File: src/rtl/alu_seq_ctrl_pkg.sv
// Shared definitions for the ALU sequencing controller: op codes, FSM states,
// divider iteration count and the most-negative 64-bit value.
package alu_seq_pkg;

  localparam logic [3:0] OP_AND = 4'b0000;
  localparam logic [3:0] OP_DIV = 4'b0001;
  localparam logic [3:0] OP_ADD = 4'b0010;
  localparam logic [3:0] OP_MUL = 4'b0011;
  localparam logic [3:0] OP_SUB = 4'b0110;
  localparam logic [3:0] OP_SLT = 4'b0111;

  localparam int unsigned DIV_ITERS = 64;
  localparam logic [63:0] INT64_MIN = 64'h8000_0000_0000_0000;

  typedef enum logic [2:0] {IDLE, EXEC, MWAIT, DIVL, RESP} state_t;

  // Magnitude of a two's-complement value; |INT64_MIN| = 2^63 fits unsigned.
  function automatic logic [63:0] abs64(input logic [63:0] v);
    return v[63] ? (~v + 64'd1) : v;
  endfunction

endpackage

File: src/rtl/alu_seq_ctrl_div_iter_64.sv
// Unsigned restoring divider: one quotient bit per cycle, DIV_ITERS cycles.
// start loads the operands; done pulses for one cycle once the quotient is final.
module div_iter_64
  import alu_seq_pkg::*;
(
  input  logic        clk,
  input  logic        rst_n,
  input  logic        start,
  input  logic [63:0] dividend,
  input  logic [63:0] divisor,
  output logic [63:0] quotient,
  output logic        done
);

  logic [63:0] rem;
  logic [63:0] quo;
  logic [63:0] dvs;
  logic [5:0]  cnt;
  logic        busy;
  logic [64:0] shifted;
  logic [64:0] diff;
  logic        fits;

  // Trial subtraction of the divisor from the shifted partial remainder.
  always_comb begin
    shifted = {rem, quo[63]};
    diff    = shifted - {1'b0, dvs};
    fits    = ~diff[64];
  end

  // Operand load on start, then one shift/subtract step per cycle.
  always_ff @(posedge clk or negedge rst_n) begin
    if (!rst_n) begin
      rem  <= '0;
      quo  <= '0;
      dvs  <= '0;
      cnt  <= '0;
      busy <= 1'b0;
      done <= 1'b0;
    end else begin
      done <= 1'b0;
      if (start) begin
        rem  <= '0;
        quo  <= dividend;
        dvs  <= divisor;
        cnt  <= '0;
        busy <= 1'b1;
      end else if (busy) begin
        rem <= fits ? diff[63:0] : shifted[63:0];
        quo <= {quo[62:0], fits};
        cnt <= cnt + 6'd1;
        if (cnt == 6'(DIV_ITERS - 1)) begin
          busy <= 1'b0;
          done <= 1'b1;
        end
      end
    end
  end

  assign quotient = quo;

endmodule

File: src/rtl/alu_seq_ctrl.sv
// Sequencing controller in front of the shared 64-bit ALU. Accepts one op at a
// time, holds ALU inputs stable, runs DIV in its own iterative divider and
// returns result/flags/tag on a valid/ready response channel.
// Optional: define ALU_SEQ_PERF_EN to add perf_ops/perf_busy counters.
module alu_seq_ctrl
  import alu_seq_pkg::*;
#(
  parameter int unsigned TAG_W   = 4,
  parameter int unsigned MUL_LAT = 2
) (
  input  logic             clk,
  input  logic             rst_n,
  input  logic             req_valid,
  output logic             req_ready,
  input  logic [3:0]       req_ctrl,
  input  logic [63:0]      req_a,
  input  logic [63:0]      req_b,
  input  logic             req_cin,
  input  logic [TAG_W-1:0] req_tag,
  output logic [63:0]      alu_a,
  output logic [63:0]      alu_b,
  output logic             alu_cin,
  output logic [3:0]       alu_ctrl,
  input  logic [127:0]     alu_result,
  input  logic             alu_zero,
  input  logic             alu_overflow,
  output logic             rsp_valid,
  input  logic             rsp_ready,
  output logic [127:0]     rsp_result,
  output logic             rsp_zero,
  output logic             rsp_overflow,
  output logic             rsp_divzero,
  output logic [TAG_W-1:0] rsp_tag
`ifdef ALU_SEQ_PERF_EN
  ,
  output logic [31:0]      perf_ops,
  output logic [31:0]      perf_busy
`endif
);

  localparam int unsigned CNT_W = (MUL_LAT > 1) ? $clog2(MUL_LAT) : 1;
  localparam logic [CNT_W-1:0] MUL_LAST = CNT_W'(MUL_LAT - 1);

  state_t           state;
  state_t           state_nxt;
  logic             div_bzero;
  logic             div_ovf;
  logic             div_start;
  logic             div_done;
  logic             mul_last;
  logic [CNT_W-1:0] mul_cnt;
  logic [63:0]      mag_a;
  logic [63:0]      mag_b;
  logic [63:0]      div_q;
  logic [63:0]      q_signed;

  assign div_bzero = (req_b == '0);
  assign div_ovf   = (req_a == INT64_MIN) && (req_b == '1);
  assign mul_last  = (mul_cnt == MUL_LAST);
  assign mag_a     = abs64(req_a);
  assign mag_b     = abs64(req_b);
  // alu_a/alu_b still hold the original signed operands while dividing.
  assign q_signed  = (alu_a[63] ^ alu_b[63]) ? (~div_q + 64'd1) : div_q;

  div_iter_64 u_div (
    .clk      (clk),
    .rst_n    (rst_n),
    .start    (div_start),
    .dividend (mag_a),
    .divisor  (mag_b),
    .quotient (div_q),
    .done     (div_done)
  );

  // State register.
  always_ff @(posedge clk or negedge rst_n) begin
    if (!rst_n) state <= IDLE;
    else        state <= state_nxt;
  end

  // Next-state decode and handshake outputs.
  always_comb begin
    state_nxt = state;
    req_ready = 1'b0;
    rsp_valid = 1'b0;
    div_start = 1'b0;
    case (state)
      IDLE: begin
        req_ready = 1'b1;
        if (req_valid) begin
          if (req_ctrl == OP_MUL) begin
            state_nxt = MWAIT;
          end else if (req_ctrl == OP_DIV) begin
            if (div_bzero || div_ovf) begin
              state_nxt = RESP;
            end else begin
              state_nxt = DIVL;
              div_start = 1'b1;
            end
          end else begin
            state_nxt = EXEC;
          end
        end
      end
      EXEC:    state_nxt = RESP;
      MWAIT:   if (mul_last) state_nxt = RESP;
      DIVL:    if (div_done) state_nxt = RESP;
      RESP: begin
        rsp_valid = 1'b1;
        if (rsp_ready) state_nxt = IDLE;
      end
      default: state_nxt = IDLE;
    endcase
  end

  // Operand capture on accept and result capture per execution path.
  always_ff @(posedge clk or negedge rst_n) begin
    if (!rst_n) begin
      alu_a        <= '0;
      alu_b        <= '0;
      alu_cin      <= 1'b0;
      alu_ctrl     <= '0;
      rsp_result   <= '0;
      rsp_zero     <= 1'b0;
      rsp_overflow <= 1'b0;
      rsp_divzero  <= 1'b0;
      rsp_tag      <= '0;
      mul_cnt      <= '0;
    end else begin
      case (state)
        IDLE: begin
          if (req_valid) begin
            alu_a    <= req_a;
            alu_b    <= req_b;
            alu_cin  <= req_cin;
            alu_ctrl <= req_ctrl;
            rsp_tag  <= req_tag;
            mul_cnt  <= '0;
            if (req_ctrl == OP_DIV && div_bzero) begin
              rsp_result   <= '1;
              rsp_zero     <= 1'b0;
              rsp_overflow <= 1'b0;
              rsp_divzero  <= 1'b1;
            end else if (req_ctrl == OP_DIV && div_ovf) begin
              rsp_result   <= {{64{1'b1}}, INT64_MIN};
              rsp_zero     <= 1'b0;
              rsp_overflow <= 1'b1;
              rsp_divzero  <= 1'b0;
            end
          end
        end
        EXEC: begin
          rsp_result   <= alu_result;
          rsp_zero     <= alu_zero;
          rsp_overflow <= alu_overflow && (alu_ctrl == OP_ADD || alu_ctrl == OP_SUB);
          rsp_divzero  <= 1'b0;
        end
        MWAIT: begin
          if (mul_last) begin
            rsp_result   <= alu_result;
            rsp_zero     <= (alu_result == '0);
            rsp_overflow <= 1'b0;
            rsp_divzero  <= 1'b0;
          end else begin
            mul_cnt <= mul_cnt + 1'b1;
          end
        end
        DIVL: begin
          if (div_done) begin
            rsp_result   <= {{64{q_signed[63]}}, q_signed};
            rsp_zero     <= (q_signed == '0);
            rsp_overflow <= 1'b0;
            rsp_divzero  <= 1'b0;
          end
        end
        default: ;
      endcase
    end
  end

`ifdef ALU_SEQ_PERF_EN
  // Response and busy-cycle counters, wrapping at 2^32.
  always_ff @(posedge clk or negedge rst_n) begin
    if (!rst_n) begin
      perf_ops  <= '0;
      perf_busy <= '0;
    end else begin
      if (rsp_valid && rsp_ready) perf_ops <= perf_ops + 32'd1;
      if (state != IDLE)          perf_busy <= perf_busy + 32'd1;
    end
  end
`endif

endmodule

File: config.mk
export PLATFORM = sky130hd
export DESIGN_NAME = alu_seq_ctrl
export DESIGN_NICKNAME = d
export VERILOG_FILES = /design/src/rtl/alu_seq_ctrl_pkg.sv /design/src/rtl/alu_seq_ctrl_div_iter_64.sv /design/src/rtl/alu_seq_ctrl.sv
export SDC_FILE = /design/constraint.sdc
export NUM_CORES = 1
export LEC_CHECK = 0
export ABC_AREA = 1
export BUFFER_PORTS_ARGS = -buffer_cell sky130_fd_sc_hd__buf_4
export CORE_AREA = 10 10 251 253
export DETAILED_ROUTE_END_ITERATION = 8
export DIE_AREA = 0 0 261 263
export PLACE_DENSITY_LB_ADDON = 0.1
export SETUP_SLACK_MARGIN = 0.5
export SKIP_LAST_GASP = 1
export SLEW_MARGIN = 20
export SYNTH_ARGS = -nofsm -noshare
export SYNTH_HDL_FRONTEND = slang
export SYNTH_SLANG_ARGS = --single-unit
File: constraint.sdc
create_clock -name clk -period 8.35 [get_ports clk]
set_clock_uncertainty 0.1 [all_clocks]
set_input_delay 0.835 -clock clk [delete_from_list [all_inputs] [get_ports clk]]
set_output_delay 0.835 -clock clk [all_outputs]
set_load 0.01 [all_outputs]
==> summary.md <==
| Metric | Value |
|---|---|
| Status | finished, final reports clean |
| RD Place Congestion | 0.994 |
| Max Cap Viol | 0 |
| Met2 wire length | between 60000 and 70000 um |
| Class of the worst hold path | in2async |
| Htree depth | 2 |
| Post-synthesis sequential area ratio | around 37% |
| Minimum clock period | about 4400 ps |
| Cell Pwr Density | 362 nW/um^2 |
| HPWL reported at the end of detailed placement | 97100 um |
| Syn avg cell area | 6.87 um^2 |
| Worst VDD drop | 427 uV |
| Synthesis warning total | 0 |
| Fin. Hold Viols | 0 |
| Largest net degree at the start of global routing | 156 |
| Avg Vias per Cell | 5.64 |
| DR vias | 32900 |
| Worst-path clk slew | 70 ps |
| Cells after Synth | 4593 |
| Power, Total | 13.6 mW |
| Post-cts resize count | 0 |
| Top achievable clock speed | 0.227 GHz |
| Top cell type's share of synthesized area | between 30% and 40% |
| Final Max Tran Viols | 0 |
| CP Class | reg2reg |
| Vias in the first global route | roughly 32000 |
| Die area | ~69000 um^2 |
| Reg-to-Reg Start | u_div.quotient[63]$_DFFE_PN0P_ |
| Final setup viols | 0 |
| Detailed Routing Iterations Pass 1 | 6 |
| Met1 WL | 46800 um |
| CP required | 8770 ps |
| WL final | 124000 um |
| Proportion of layout cells with a drive suffix above 1 | 13.9% |
| Die Y-Extent | roughly 260 um |
| Setup TNS | 0 ps |
| Met3 routed WL | about 7600 um |
| Clock Sinks | 472 |
| First-pass GRT wire length | 188000 um |
| Iter 0 DRT Violations | 3266 |
| Tcrit/Tclk final | 52.7% |
| R2r endpoint | u_div.rem[27]$_DFFE_PN0P_ |
| Cell variety after synth | 56 |
| Grt ovf | 0 |
| Flops & latches, synth | 472 |
| Top routing layer used | met4 |
| Worst-margin pin slew | 1270 ps |
| P&R area growth vs syn | 19.2% |
| Core box area | 58200 um^2 |
| Max FO, Critical Path | 71 |
| Slew headroom | 14.6% |
| TritonCTS clock tree | done |
| Ys async rst share | 100% |
| Clk_lat worst skew | 640 ps |
| Most common library cells after synthesis | 1368 x nand2_1, 528 x nor2_1, 472 x dfrtp_1, 472 x inv_1, 343 x o21ai_0 |
| Count leader, synth | nand2_1 |
| Post-synth EDFFs | 0 |
| IO buf count | between 500 and 600 |
| RSZ-0062 raised after global routing | false |
| Synthesized area | 31600 um^2 |
| Arrival @ worst endpoint | 4820 ps |
| P_leak | 18.8 nW |
| Post-CTS setup buffer count | 0 |
| Crit. End Element | register |
| Clock root buffer | clkbuf_16 |
| CP startpoint | u_div.quotient[63]$_DFFE_PN0P_ |
| Critical Path End | u_div.rem[27]$_DFFE_PN0P_ |
| Syn Nets | between 4000 and 5000 |
| Detail Route Antenna Nets | 0 |
| Post-CTS Hold Fix Bufs | 0 |
| Inserted Clock Buffers | 52 |
| Die Wd | 261 um |
| Io pins | 541 |
| # DRC | 0 |
| Yosys top cell by area | dfrtp_1 |
| Worst reg2reg path depth | 19 |
| Row count | 89 |
| Effective utilization at floorplan | 54.2% |
| Fin nets | roughly 5400 |
| Routed len/inst | 21.2 um |
| Leading post-synthesis cells by cell area | dfrtp_1 37%, nand2_1 16%, nor2_1 6.3% |
| GRT Total Usage | 35.2% |
| R2R Setup Slk | approximately 4000 ps |
| Crit path launch type | register |
| Antenna violations before repair | 1 |
| CTS max path bufs | 3 |
| Top_reg_cell synth | dfrtp_1 |
[how the worst min path moves through the flow]
| stage | start | end | slack, ps | cells after the start |
|---|---|---|---|---|
| after CTS | rst_n | alu_a[35]$_DFFE_PN0P_ | 160 | 1 |
| after global placement | alu_b[51]$_DFFE_PN0P_ | alu_b[51]$_DFFE_PN0P_ | 360 | 2 |
| after floorplan | u_div.done$_DFF_PN0_ | state[0]$_DFFE_PN0P_ | 340 | 1 |
| after detailed placement | alu_b[42]$_DFFE_PN0P_ | alu_b[42]$_DFFE_PN0P_ | 370 | 2 |
| final | rst_n | alu_a[28]$_DFFE_PN0P_ | 120 | 1 |
| after global routing | rst_n | alu_a[28]$_DFFE_PN0P_ | 160 | 1 |
[cells by family after synthesis]
group / Yosys count / share of synthesized area (%)
xor gates and xnor gates: 164 / 4.55
buffers and inverters: 680 / 8.71
AOI/OAI and AO/OA: 842 / 15.4
adders and majority gates: 70 / 2.80
and+or+nand+nor: 2365 / 31.1
DFF: 472 / 37.4
[flip-flops by register name (all words and copies together) (netlist names), 3 cells and up]
signal,flops
state,3
u_div.quotient,64
rsp_tag,4
u_div.cnt,6
u_div.dvs,64
alu_b,64
alu_a,64
u_div.rem,64
rsp_result,128
alu_ctrl,4
[per-stage QoR]
stage | hold slack (ps) | instance area, um^2 | std cells | util (%) | setup WS, ps
2_1_floorplan | 340 | 31600 | 4593 | - | 5610
3_3_place_gp | 363 | 35900 | 5738 | 61.7 | 3790
3_5_place_dp | 366 | 35900 | 5738 | 61.7 | 3680
4_1_cts | 162 | 37600 | 5833 | 64.6 | 4000
5_1_grt | 164 | 37600 | 5833 | 64.6 | 3580
6_report | 119 | 37600 | 5834 | 64.6 | 3950
[critical path, stage by stage (launching register included)]
cell      delay [ps]
dfrtp_1          530
inv_1            280
ha_1             210
inv_1             80
fa_1             410
nand3_1          100
nand2_1          110
nand2_1          100
nand3_2          120
nand3_1          110
nand2_1          120
nand2_1           80
nand2_1          140
nand3_1          140
nand3_1          150
nand2_4          480
buf_4            650
nand2_1          150
o211ai_1         140
nand2_1           70
[cell type report]
type                    count  area, um^2
fillers                  5480       20600
inverters                 494        1850
diodes                      1        2.50
repair buffers            558        4220
flip-flops and latches    472       11800
well taps                 773         967
clock inverters            18         208
multi-input cells        3441       17100
clock buffers              77        1500
[placed cells by master (no fill, tap or decap), types with 21 or more instances in the layout]
cell and n:
nand3_1 221, buf_4 555, ha_1 69, dfrtp_1 472
xor2_1 115, nand4_1 78, xnor2_1 49, o21ai_0 343
o211ai_1 93, inv_2 21, inv_1 472, o21ai_1 92
a21oi_1 139, nor3_1 50, a211oi_1 75, clkbuf_16 52
nor2_1 528, nand2_1 1363, a31oi_1 21, nor4_1 51
[power breakdown]
group / switching [mW] / internal [mW]
Sequential: 0.704 / 3.21
Combinational: 4.89 / 2.49
Clock: 1.00 / 1.34
[metal layers]
metal | up-vias | global-route usage (%)
met1 | 15400 | 41.3
met4 | 0 | 20.9
met5 | - | 0
met3 | 360 | 4.75
li1 | 15900 | -
met2 | 1279 | 60.5
Power figures use the tool's default switching activity.
